$ cat src/rtl/regfile_wport_arbiter_pkg.sv
// Shared types and register-bus widths for the register-file write-port arbiter.
package regfile_wport_arbiter_pkg;

    localparam int unsigned DATA_W = 32;
    localparam int unsigned ADDR_W = 5;

    typedef struct packed {
        logic [ADDR_W-1:0] addr;
        logic [DATA_W-1:0] data;
    } wr_req_t;

    typedef enum logic {
        IDLE  = 1'b0,
        DRAIN = 1'b1
    } arb_state_e;

endpackage

$ cat src/rtl/regfile_wport_arbiter_if.sv
// Write-port bus: primary writer, secondary writer, register-file port and hazard queries.
interface regfile_wport_arbiter_if #(
    parameter int unsigned DATA_W = regfile_wport_arbiter_pkg::DATA_W,
    parameter int unsigned ADDR_W = regfile_wport_arbiter_pkg::ADDR_W
);
    logic              P_WEN;
    logic [ADDR_W-1:0] P_WADDR;
    logic [DATA_W-1:0] P_WDATA;
    logic              S_VALID;
    logic              S_READY;
    logic [ADDR_W-1:0] S_WADDR;
    logic [DATA_W-1:0] S_WDATA;
    logic              WEN;
    logic [ADDR_W-1:0] WADDR;
    logic [DATA_W-1:0] WDATA;
    logic              STALL_REQ;
    logic [ADDR_W-1:0] Q_ADDR1;
    logic [ADDR_W-1:0] Q_ADDR2;
    logic              Q_HIT1;
    logic              Q_HIT2;

    modport master (
        output P_WEN, P_WADDR, P_WDATA, S_VALID, S_WADDR, S_WDATA, Q_ADDR1, Q_ADDR2,
        input  S_READY, WEN, WADDR, WDATA, STALL_REQ, Q_HIT1, Q_HIT2
    );

    modport slave (
        input  P_WEN, P_WADDR, P_WDATA, S_VALID, S_WADDR, S_WDATA, Q_ADDR1, Q_ADDR2,
        output S_READY, WEN, WADDR, WDATA, STALL_REQ, Q_HIT1, Q_HIT2
    );

endinterface

$ cat src/rtl/regfile_wbuf_fifo.sv
// Synchronous FIFO of buffered secondary writes; exposes per-slot valid/address for hazard checks.
module regfile_wbuf_fifo
    import regfile_wport_arbiter_pkg::*;
#(
    parameter int unsigned DEPTH = 2
) (
    input  logic                           CLK,
    input  logic                           RST,
    input  logic                           push_i,
    input  logic                           pop_i,
    input  wr_req_t                        din_i,
    output wr_req_t                        head_o,
    output logic                           empty_o,
    output logic                           full_o,
    output logic [DEPTH-1:0]               ent_valid_o,
    output logic [DEPTH-1:0][ADDR_W-1:0]   ent_addr_o
);
    localparam int unsigned PTR_W = $clog2(DEPTH);

    wr_req_t          mem_q [DEPTH];
    logic [PTR_W-1:0] rd_ptr_q;
    logic [PTR_W-1:0] wr_ptr_q;
    logic [PTR_W:0]   count_q;
    logic [PTR_W-1:0] offs;

    always_ff @(posedge CLK) begin
        if (push_i) begin
            mem_q[wr_ptr_q] <= din_i;
        end
    end

    always_ff @(posedge CLK) begin
        if (RST) begin
            rd_ptr_q <= '0;
            wr_ptr_q <= '0;
            count_q  <= '0;
        end else begin
            if (push_i) begin
                wr_ptr_q <= wr_ptr_q + 1'b1;
            end
            if (pop_i) begin
                rd_ptr_q <= rd_ptr_q + 1'b1;
            end
            unique case ({push_i, pop_i})
                2'b10:   count_q <= count_q + 1'b1;
                2'b01:   count_q <= count_q - 1'b1;
                default: count_q <= count_q;
            endcase
        end
    end

    assign head_o  = mem_q[rd_ptr_q];
    assign empty_o = (count_q == '0);
    assign full_o  = (count_q == (PTR_W+1)'(DEPTH));

    // A slot is live when its distance from the read pointer is below the occupancy.
    always_comb begin
        offs        = '0;
        ent_valid_o = '0;
        for (int unsigned i = 0; i < DEPTH; i++) begin
            offs           = PTR_W'(i) - rd_ptr_q;
            ent_valid_o[i] = ({1'b0, offs} < count_q);
            ent_addr_o[i]  = mem_q[i].addr;
        end
    end

endmodule

$ cat src/rtl/regfile_wport_arbiter.sv
// Arbitrates the single register-file write port: primary writeback wins, secondary writes are
// buffered, and a starvation counter forces a one-cycle stall so the buffer head can drain.
module regfile_wport_arbiter #(
    parameter int unsigned DATA_W     = regfile_wport_arbiter_pkg::DATA_W,
    parameter int unsigned ADDR_W     = regfile_wport_arbiter_pkg::ADDR_W,
    parameter int unsigned FIFO_DEPTH = 2,
    parameter int unsigned STARVE_MAX = 4
) (
    input  logic                    CLK,
    input  logic                    RST,
    regfile_wport_arbiter_if.slave  bus
);
    import regfile_wport_arbiter_pkg::*;

    localparam int unsigned CNT_W = $clog2(STARVE_MAX) + 1;

    arb_state_e                          state_q, state_d;
    logic [CNT_W-1:0]                    starve_q, starve_d;
    wr_req_t                             head, s_req;
    logic                                empty, full, push, pop;
    logic                                p_valid, head_blocked, s_ready;
    logic                                wen;
    logic [ADDR_W-1:0]                   waddr;
    logic [DATA_W-1:0]                   wdata;
    logic                                hit1, hit2;
    logic [FIFO_DEPTH-1:0]               ent_valid;
    logic [FIFO_DEPTH-1:0][ADDR_W-1:0]   ent_addr;

    assign p_valid = bus.P_WEN && (bus.P_WADDR != '0);
    assign s_req   = '{addr: bus.S_WADDR, data: bus.S_WDATA};
    assign s_ready = !full && !RST;
    // Writes to $0 complete the handshake but never occupy a slot.
    assign push    = bus.S_VALID && s_ready && (bus.S_WADDR != '0);

    regfile_wbuf_fifo #(
        .DEPTH (FIFO_DEPTH)
    ) u_fifo (
        .CLK         (CLK),
        .RST         (RST),
        .push_i      (push),
        .pop_i       (pop),
        .din_i       (s_req),
        .head_o      (head),
        .empty_o     (empty),
        .full_o      (full),
        .ent_valid_o (ent_valid),
        .ent_addr_o  (ent_addr)
    );

    always_ff @(posedge CLK) begin
        if (RST) begin
            state_q  <= IDLE;
            starve_q <= '0;
        end else begin
            state_q  <= state_d;
            starve_q <= starve_d;
        end
    end

    always_comb begin
        state_d  = IDLE;
        starve_d = starve_q;
        if (pop || empty) begin
            starve_d = '0;
        end else if (head_blocked) begin
            starve_d = starve_q + 1'b1;
        end
        if ((state_q == IDLE) && head_blocked && (starve_q == CNT_W'(STARVE_MAX - 1))) begin
            state_d = DRAIN;
        end
    end

    always_comb begin
        pop          = 1'b0;
        head_blocked = 1'b0;
        wen          = 1'b0;
        waddr        = '0;
        wdata        = '0;
        if (!RST) begin
            if (state_q == DRAIN) begin
                if (!empty) begin
                    pop   = 1'b1;
                    wen   = 1'b1;
                    waddr = head.addr;
                    wdata = head.data;
                end
            end else if (p_valid) begin
                wen          = 1'b1;
                waddr        = bus.P_WADDR;
                wdata        = bus.P_WDATA;
                head_blocked = !empty;
            end else if (!empty) begin
                pop   = 1'b1;
                wen   = 1'b1;
                waddr = head.addr;
                wdata = head.data;
            end
        end
    end

    always_comb begin
        hit1 = 1'b0;
        hit2 = 1'b0;
        for (int unsigned i = 0; i < FIFO_DEPTH; i++) begin
            hit1 = hit1 | (ent_valid[i] && (ent_addr[i] == bus.Q_ADDR1));
            hit2 = hit2 | (ent_valid[i] && (ent_addr[i] == bus.Q_ADDR2));
        end
        if (RST || (bus.Q_ADDR1 == '0)) hit1 = 1'b0;
        if (RST || (bus.Q_ADDR2 == '0)) hit2 = 1'b0;
    end

    assign bus.S_READY   = s_ready;
    assign bus.WEN       = wen;
    assign bus.WADDR     = waddr;
    assign bus.WDATA     = wdata;
    assign bus.STALL_REQ = (state_q == DRAIN);
    assign bus.Q_HIT1    = hit1;
    assign bus.Q_HIT2    = hit2;

endmodule

$ cat src/flat_wrapper.sv
// flat-port wrapper written by rule: the top's interface ports become plain ports
module regfile_wport_arbiter_flat import regfile_wport_arbiter_pkg::*;
#(
    parameter int unsigned DATA_W     = regfile_wport_arbiter_pkg::DATA_W,
    parameter int unsigned ADDR_W     = regfile_wport_arbiter_pkg::ADDR_W,
    parameter int unsigned FIFO_DEPTH = 2,
    parameter int unsigned STARVE_MAX = 4
)
  (CLK, RST, bus_P_WEN, bus_P_WADDR, bus_P_WDATA, bus_S_VALID, bus_S_WADDR, bus_S_WDATA, bus_Q_ADDR1, bus_Q_ADDR2, bus_S_READY, bus_WEN, bus_WADDR, bus_WDATA, bus_STALL_REQ, bus_Q_HIT1, bus_Q_HIT2);
  regfile_wport_arbiter_if #(.DATA_W(DATA_W), .ADDR_W(ADDR_W)) bus_i ();
  input  logic CLK;
  input  logic RST;
  input wire logic [$bits(bus_i.P_WEN)-1:0] bus_P_WEN;
  input wire logic [$bits(bus_i.P_WADDR)-1:0] bus_P_WADDR;
  input wire logic [$bits(bus_i.P_WDATA)-1:0] bus_P_WDATA;
  input wire logic [$bits(bus_i.S_VALID)-1:0] bus_S_VALID;
  input wire logic [$bits(bus_i.S_WADDR)-1:0] bus_S_WADDR;
  input wire logic [$bits(bus_i.S_WDATA)-1:0] bus_S_WDATA;
  input wire logic [$bits(bus_i.Q_ADDR1)-1:0] bus_Q_ADDR1;
  input wire logic [$bits(bus_i.Q_ADDR2)-1:0] bus_Q_ADDR2;
  output wire logic [$bits(bus_i.S_READY)-1:0] bus_S_READY;
  output wire logic [$bits(bus_i.WEN)-1:0] bus_WEN;
  output wire logic [$bits(bus_i.WADDR)-1:0] bus_WADDR;
  output wire logic [$bits(bus_i.WDATA)-1:0] bus_WDATA;
  output wire logic [$bits(bus_i.STALL_REQ)-1:0] bus_STALL_REQ;
  output wire logic [$bits(bus_i.Q_HIT1)-1:0] bus_Q_HIT1;
  output wire logic [$bits(bus_i.Q_HIT2)-1:0] bus_Q_HIT2;
  assign bus_i.P_WEN = bus_P_WEN;
  assign bus_i.P_WADDR = bus_P_WADDR;
  assign bus_i.P_WDATA = bus_P_WDATA;
  assign bus_i.S_VALID = bus_S_VALID;
  assign bus_i.S_WADDR = bus_S_WADDR;
  assign bus_i.S_WDATA = bus_S_WDATA;
  assign bus_i.Q_ADDR1 = bus_Q_ADDR1;
  assign bus_i.Q_ADDR2 = bus_Q_ADDR2;
  assign bus_S_READY = bus_i.S_READY;
  assign bus_WEN = bus_i.WEN;
  assign bus_WADDR = bus_i.WADDR;
  assign bus_WDATA = bus_i.WDATA;
  assign bus_STALL_REQ = bus_i.STALL_REQ;
  assign bus_Q_HIT1 = bus_i.Q_HIT1;
  assign bus_Q_HIT2 = bus_i.Q_HIT2;
  regfile_wport_arbiter #(.DATA_W(DATA_W), .ADDR_W(ADDR_W), .FIFO_DEPTH(FIFO_DEPTH), .STARVE_MAX(STARVE_MAX)) u_core (.CLK(CLK), .RST(RST), .bus(bus_i));
endmodule
$ cat config.mk
export PLATFORM = sky130hd
export DESIGN_NAME = regfile_wport_arbiter_flat
export DESIGN_NICKNAME = d
export VERILOG_FILES = /design/src/rtl/regfile_wport_arbiter_pkg.sv /design/src/rtl/regfile_wport_arbiter_if.sv /design/src/rtl/regfile_wbuf_fifo.sv /design/src/rtl/regfile_wport_arbiter.sv /design/src/flat_wrapper.sv
export SDC_FILE = /design/constraint.sdc
export NUM_CORES = 1
export LEC_CHECK = 0
export ABC_AREA = 1
export CAP_MARGIN = 20
export CELL_PAD_IN_SITES_DETAIL_PLACEMENT = 1
export CELL_PAD_IN_SITES_GLOBAL_PLACEMENT = 1
export CORE_MARGIN = 1
export CORE_UTILIZATION = 34
export CTS_CLUSTER_DIAMETER = 200
export DETAILED_ROUTE_END_ITERATION = 6
export PLACE_DENSITY_LB_ADDON = 0.08
export SETUP_SLACK_MARGIN = 0.15
export SYNTH_ARGS = -nofsm -noshare
export SYNTH_HDL_FRONTEND = slang
export SYNTH_SLANG_ARGS = --single-unit
$ cat constraint.sdc
create_clock -name CLK -period 4 [get_ports CLK]
set_clock_uncertainty 0.1 [all_clocks]
set_input_delay 1.2 -clock CLK [delete_from_list [all_inputs] [get_ports CLK]]
set_output_delay 1.2 -clock CLK [all_outputs]
set_load 0.005 [all_outputs]
* After elaboration in Yosys (flattened, before gate mapping)
Memories as Yosys holds them, arrays and structs flattened. A register that Yosys moved wholly into a read port is not among the register bits. Index checks and enable logic that the tools add are counted.
Storage, ports and cells: register bits 8, bits in writable memories 74, input bits 88, output and inout bits 42, word-level logic and storage cells 75, memories kept 1
Memory list:
- u_core.u_fifo.mem_q | depth 2, bits a word 37, rd ports 3, clocked after memory_dff 1, wr ports 1, line regfile_wbuf_fifo.sv:20 | wr_req_t mem_q [DEPTH];
Cells by class: $add $sub $neg 7, $lt $le $gt $ge 2, equal/unequal tests 8, muxes and demuxes 26, bitwise gates (word level) 3, reduce and logical (&&, ||, !) cells 23
Operator list (count):
- $mux W32 | 4
- $eq A5 B5 Y1 | 4
- $mux W5 | 4
- $mux W1 | 17
- $logic_and A1 B1 Y1 | 10
- $logic_not A5 Y1 | 2
- $reduce_bool A5 Y1 | 2
- $eq A2 B2 Y1 const B | 2
- $lt A1 B2 Y1 | 2
- $pmux W2 S2 | 1
- $add A3 B1 Y3 const B | 1
- $eq A3 B2 Y1 const B | 1
- $logic_not A1 Y1 | 3
- $logic_or A1 B1 Y1 | 3
- $add A1 B1 Y1 const B | 2
- $add A2 B1 Y2 const B | 1
- $eq A2 B1 Y1 const B | 1
- $logic_not A2 Y1 | 1
- $or A1 B1 Y1 | 2
- $reduce_bool A2 Y1 | 1
- $reduce_or A2 Y1 | 1
- $sub A1 B1 Y1 const A | 2
- $sub A2 B1 Y2 const B | 1
- $not A1 Y1 | 1

* Depth between registers and ports, before layout
depth in word-level cells 8, mapped depth 11, mapped depth without buffers 10

* Cells and area by module
A second synthesis with hierarchy kept.
Second synthesis, totals: cells, all modules 417, area total of the unflattened synthesis 4395.5 um^2
Modules (own cells, without submodules):
- regfile_wbuf_fifo | times used 1, cells an instance 161, area an instance 3135.5 um^2, seq. area each 2322.2 um^2
- regfile_wport_arbiter | times used 1, cells an instance 256, area an instance 1260.0 um^2, seq. area each 80.1 um^2

* Worst setup path before layout
OpenSTA, ideal clock, no wires.
path kind input-to-reg, from input RST, to memory u_core.u_fifo.mem_q[0][0] (netlist bit) (enable), setup time 431 ps, arrival time 3302 ps, required time 3469 ps, path slack 167 ps, stages 4, path buffers 1, cell sequence buf_2 a21oi_1 nand3_1 nor2_1
Between the ends: longest elaborated chain between the ends 6
RTL lines:
- start, declared | line flat_wrapper.sv:12 | input logic RST;
- $logic_not A1 Y1 | line regfile_wport_arbiter.sv:31 | assign s_ready = !full && !RST;
- $logic_and A1 B1 Y1 | line regfile_wport_arbiter.sv:31
- net bus_S_READY | line flat_wrapper.sv:21 | output wire logic [$bits(bus_i.S_READY)-1:0] bus_S_READY;
- $logic_and A1 B1 Y1 (2 in a row) | line regfile_wport_arbiter.sv:33 | assign push = bus.S_VALID && s_ready && (bus.S_WADDR != '0);
- $mux W1 | line regfile_wbuf_fifo.sv:27 | if (push_i) begin
- $mux W1 (not written as such) | line regfile_wbuf_fifo.sv:28 | mem_q[wr_ptr_q] <= din_i;
- end, declared | line regfile_wbuf_fifo.sv:20
The timed path passes the listed nets, and every way through them passes these cells.

* Final worst setup path
from input bus_P_WADDR[1], to output bus_WADDR[2]
Between the ends: longest elaborated chain between the ends 5
RTL lines:
- start, declared | line flat_wrapper.sv:14 | input wire logic [$bits(bus_i.P_WADDR)-1:0] bus_P_WADDR;
- $reduce_bool A5 Y1 | line regfile_wport_arbiter.sv:29 | assign p_valid = bus.P_WEN && (bus.P_WADDR != '0);
- $logic_and A1 B1 Y1 | line regfile_wport_arbiter.sv:29
- $mux W5 | line regfile_wport_arbiter.sv:87 | end else if (p_valid) begin
- $mux W5 | line regfile_wport_arbiter.sv:80 | if (state_q == DRAIN) begin
- $mux W5 | line regfile_wport_arbiter.sv:79 | if (!RST) begin
- end, declared | line flat_wrapper.sv:23 | output wire logic [$bits(bus_i.WADDR)-1:0] bus_WADDR;
Every way passes these cells.

==> impl_metrics.toml <==
[power_and_ir_drop]
leakagePower_nw = 2.520
totalPowerFinal_mw = 2.271
p_sw_mw = 0.5622
p_per_area_nw_per_um2 = 370.2
ir_drop_mv = 0.1922
p_seq_share_pct = 44.2
p_int_mw = 1.709
power_frac_comb_pct = 16.6
p_clk_share_pct = 39.2
netSwitchingFraction_pct = 24.76

[drt]
drt-initial-drc-count = 180
via_count = 3790
via_per_inst = 4.961
ant_nets = 0
dr.pass1.iters = 4
drc_errors = 0
wl_per_cell_um = 16.21
routed_wirelength_um = 12380

[timing]
period_minus_slack_ps = 3823
maxSlewViolCount = 0
fmax_mhz = 261.6
finalSetupViolations = 0
worstMarginPinSlew_ps = 815.6
hold_violations = 0
period_share_pct = 95.58
rsz0062_at_grt = "yes"
setup-tns-final_ps = 0
slew_headroom_pct = 45.63
layout_setup_ws_ps = 176.7

[hold_path]
min_to = "u_core.starve_q[0]"
hp-class = "reg -> reg"
hp-start = "u_core.starve_q[0]"
hold_path_depth = 1

[logic_synthesis]
avgSynthCellArea_um2 = 8.877
synth_seq_area_share_pct = 57.21
ys_warn_count = 0
postSynthCellCount = 473
ys_ff_latch = 83
synth_nets = 564
ys_types = 26
synthesis.area_um2 = 4199

[grt]
grt_remaining_overflow = 0
grtUsageTotal_pct = 20.02
antenna_found_initial = 0
grt_pass1_wl_um = 19550
grt_max_degree = 46
grt_pass1_vias = 4030

[clocking]
clock_latency_ps = 340
cts.sinks = 83
h-tree-depth = 3
postCtsHoldBufs = 0
cts_buffers = 9
clkTransAtPathRegs_ps = 60
cts_buffer_depth = 2
cts_root_buffer = "clkbuf_16"
cts_tree = "built"

[setup_path]
slowest_stage = "dlygate4sd2_1"
timing.rr.end = "u_core.u_fifo.count_q[1]"
critPathMaxFanout = 11
path_cells = "dlygate4sd2_1 > nor2_2 > nand3_2 > nand2_4 > buf_12 > buf_16 > nand3_1 > a21oi_2 > dlygate4sd2_1"
cp.required_ps = 2700
reg2reg_depth = 9
cp_slowest_stage_delay_ps = 250
end_kind = "output pin"
r2r_setup_slack_ps = 1790
cpLargestDelayFamily = "buffers and inverters"
cp-start-kind = "input pin"
critPathKind = "in -> out"
arrival_ps = 2520
rr_startpoint = "u_core.u_fifo.count_q[0]"
cp_common_cell = "dlygate4sd2_1"
critPathBufInv = 4

[outcome]
status = "complete, no violations"

[final_layout]
post-route-util_pct = 51.06
final_common_cell = "nand2_1"
layout-drive-gt1-share_pct = 17.99
layout_common_cells = "130 x nand2_1, 74 x edfxtp_1, 73 x clkdlybuf4s50_1, 57 x inv_1, 42 x nand3_1"
syn2layout_area_growth_pct = 46.07
multiInputGateArea_um2 = 1511
regArea_um2 = 2404
fin_nets = 703
antenna_cells = 0
fill_cells = 1397

[die]
rows = 40
core-area_um2 = 12010
die_h_um = 113.1
ios = 130
die_w_um = 113.1
initial_utilization_pct = 34.96
die-area_um2 = 12800

[placed_design]
portBuffers = 129
dpl.hpwl_um = 8267
gp_congestion = 0.7862
pre_cts_slack_ps = -328.5

[job]
max-cap-violations = 0
## metrics by stage
| stage | hold WS [ps] | instances | cell area, µm² |
|---|---|---|---|
| CTS | 333.8 | 763 | 6085 |
| detailed placement | 324.6 | 741 | 5673 |
| finish | 333.3 | 764 | 6133 |
| floorplan | 299.2 | 473 | 4199 |
| global route | 344.4 | 764 | 6133 |
| global placement | 307.4 | 741 | 5673 |
## registers in the layout (all words and copies together), names as in the netlist, named ones only
signal and cells:
u_core.u_fifo.mem_q 74, u_core.starve_q 3, u_core.u_fifo.rd_ptr_q 1, u_core.u_fifo.wr_ptr_q 1, u_core.bus.STALL_REQ 1, u_core.u_fifo.count_q 2
## power by group through the flow
stage | sequential, mW | clock [mW] | combinational (mW)
2_1_floorplan | 1.01 | 0 | 0.175
3_3_place_gp | 1.02 | 0 | 0.356
3_5_place_dp | 1.02 | 0 | 0.366
4_1_cts | 1.00 | 0.910 | 0.371
5_1_grt | 1.01 | 0.940 | 0.416
6_report | 1.00 | 0.891 | 0.377
## area by class of cell
| cell class | count | area share (%) |
|---|---|---|
| clock buffer | 10 | 3.733 |
| clock inverter | 6 | 1.469 |
| inverter | 62 | 3.998 |
| multi-input combinational | 304 | 24.64 |
| sequential | 83 | 39.19 |
| tap | 147 | 2.999 |
| timing repair buffer | 152 | 23.97 |
## synthesized netlist by cell type (all sizes together)
library cell | instances | area, µm²
ha | 3 | 37.54
xor2 | 2 | 17.52
nor2 | 27 | 108.9
dfxtp | 9 | 180.2
nand2 | 133 | 516.8
edfxtp | 74 | 2222
clkbuf | 4 | 16.26
inv | 62 | 237.7
nand3b | 1 | 7.510
a31oi | 1 | 6.260
buf | 20 | 158.9
nor3 | 1 | 5.000
nand4 | 3 | 18.77
nand3 | 45 | 225.2
a21oi | 47 | 235.2
o21ai | 41 | 205.2
## metal layers
layer  share of wire, %  vias to the layer above  wire (µm)  track usage, %
met5                  0                        -          0               0
met4                1.1                        0        132           6.842
met3                4.9                       11        611           4.928
met2                 51                       94       6346           36.48
met1                 43                     1835       5291           22.77
li1                   -                     1850          -               -
## kinds of logic after synthesis
group | share of synthesized area (%)
xor gates and xnor gates | 0.4172
and+or+nand+nor | 21.01
buffers and inverters | 9.833
adders and majority gates | 0.8940
AOI/OAI and AO/OA | 10.64
DFF | 57.21
## repair_timing
item / CTS / global route
gates cloned: 2 / 1
endpoints found under the setup margin: 40 / 34
hold endpoints to repair: 0 / 0
setup buffers: 4 / 0
pin swaps: 14 / 25
gates resized for setup: 93 / 72
## worst max-delay path by stage
stage	from	slack [ps]	depth (start not counted)	endpoint
final	bus_P_WADDR[1]	180	9	bus_WADDR[2]
after global routing	bus_P_WADDR[1]	100	9	bus_WADDR[2]
after CTS	bus_P_WADDR[2]	140	9	bus_WDATA[3]
after detailed placement	bus_P_WEN	-330	8	bus_WDATA[27]
after global placement	bus_P_WADDR[4]	-300	8	bus_WDATA[28]
after floorplan	RST	170	4	u_core.u_fifo.mem_q[0][0]
Note: power is estimated with default switching activity, not from simulation.
==> patch, RTL diff (same settings) <==
Set the package constant `ADDR_W` to 4 (it was 5).
--- a/src/rtl/regfile_wport_arbiter_pkg.sv
+++ b/src/rtl/regfile_wport_arbiter_pkg.sv
@@ -4,3 +4,3 @@
     localparam int unsigned DATA_W = 32;
-    localparam int unsigned ADDR_W = 5;
+    localparam int unsigned ADDR_W = 4;
 
Interface: changed (5 resized); port bits go from 130 to 125. The function was not compared with the original's and may differ.
==> patch against the unedited design <==
The run now ends with DRC left. Via count decreased by 12%. Count of clock-buffer cells in the layout is 1 lower. Sequential cell count shrank 2. Setup slack better by 0.043 ns. Routed wire length is 17% lower. Final area down 1.6%. Synthesized area down 2.7%. Power shrank 7.5%. Largest cell class unchanged. Largest power group unchanged.
==> patch: results (changes against the unedited design) <==
- Status: finished with violations
- Violations in the final reports: DRC
- Number of port buffers: 124 (-3.9%)
- Flops & latches, synth: 81 (-2.4%)
- Adder-Cell Fraction of Synth Area: 0.919% (+0.025 points)
- DRT Pass-1 Iters: 7 (+3)
- Synth cell types: 30 (+15%)
- Pin count of the biggest net entering global routing: 53 (+15%)
- Layout non-clock buf frac: 26.0% (+2.0 points)
- Global-route usage over all layers: 17.3% (-2.8 points)
- Relative slew margins: 72.9% (+27 points)
- Final WL: 10300 um (-17%)
- Vias: 3328 (-12%)
- Synthesized Nets: 496 (-12%)
- Maximum vdd drop: 188 uV (-2.4%)
- R2r startpoint: u_core.bus.STALL_REQ
- Cell count of the worst reg-to-reg path: 11 (+2)
- Largest registers: u_core.u_fifo.mem_q x72, u_core.starve_q x3, u_core.u_fifo.count_q x2
- Largest incremental delay on the critical path: 0.21 ns (-0.04 ns)
- Cells taking the most area after synthesis: edfxtp_1, nand2_1, o21ai_2, o211ai_1, inv_1
- Number of buffers inserted to repair setup after CTS: 9 (+5)
- DRC Markers: 7 (+7)
- Fraction of final layout cells with drive strength greater than 1: 23.9% (+5.9 points)
- Placed Area: 5620 um^2 (-0.97%)
- Number of buffers outside the clock class in the layout: 158 (+3.9%)
- Complex-gate fraction of the synthesized area: 15.4% (+4.8 points)
- Final RePlAce weighted congestion: 0.814 (+3.5%)
- Critical Path AT: 2.48 ns (-0.04 ns)
- Slowest cell on the critical path: clkdlybuf4s15_1
- Post-synth top cells: nand2_1, edfxtp_1, inv_1
- Critical path peak fanout: 5 (-6)
- Max FFs per register: 72 (-2.7%)
- Dpl hpwl: 7520 um (-9.0%)
- Register area share after synthesis: 57.3% (+0.11 points)
- Fill cell count: 1306 (-6.5%)
- Layout multi-input combinational cell count: 252 (-17%)
- Post-synth design cell area: 4090 um^2 (-2.7%)
- Register-to-register setup slack: 2.08 ns (+0.29 ns)
- Layout inverter count without the clock tree: 58 (-6.5%)
==> patch: changes by cell type after synthesis, sizes merged, moves of 4 or more <==
cell    unedited run  this run
nand2            133       126
nand3             45         8
a21oi             47        13
o211ai             0        32
inv               62        58
buf               20        13
==> patch: through the flow <==
| stage | setup WS [ns] | hold slack [ns] | utilization [%] | power (mW) | cells |
|---|---|---|---|---|---|
| floorplan | 0.263 | 0.299 | - | 1.16 | 409 |
| global placement | -0.234 | 0.307 | 48.6 | 1.35 | 681 |
| detailed placement | -0.282 | 0.331 | 48.6 | 1.36 | 681 |
| CTS | 0.0865 | 0.341 | 52.4 | 2.14 | 708 |
| global route | 0.140 | 0.355 | 52.2 | 2.19 | 708 |
| finish | 0.220 | 0.342 | 52.2 | 2.10 | 708 |
==> patch: worst max-delay path by stage <==
stage / start / endpoint / slack [ns] / cells after the start
final: bus_P_WADDR[1] / bus_WDATA[13] / 0.22 / 11
after global routing: bus_P_WEN / bus_WDATA[13] / 0.14 / 11
after CTS: bus_P_WADDR[1] / bus_WDATA[13] / 0.09 / 11
after detailed placement: bus_P_WEN / bus_WDATA[13] / -0.28 / 9
after global placement: bus_P_WEN / bus_WDATA[10] / -0.23 / 9
after floorplan: RST / u_core.u_fifo.mem_q[0][0] / 0.26 / 4
==> patch: layer usage <==
layer,GRT usage [%],share of wire [%],up-vias,wire [um]
li1,-,-,1680,-
met4,6.22,1.4,0,143
met2,31.0,51,80,5250
met5,0,0,-,0
met1,19.9,43,1558,4390
met3,4.08,5.1,10,527
==> patch: power groups by stage <==
stage                     sequential, mW  combinational (mW)  clock, mW
after floorplan                    0.985               0.174          0
after global placement             0.990               0.362          0
after detailed placement           0.992               0.371          0
after CTS                          0.974               0.382      0.780
after global routing               0.976               0.409      0.805
final                              0.973               0.373      0.755
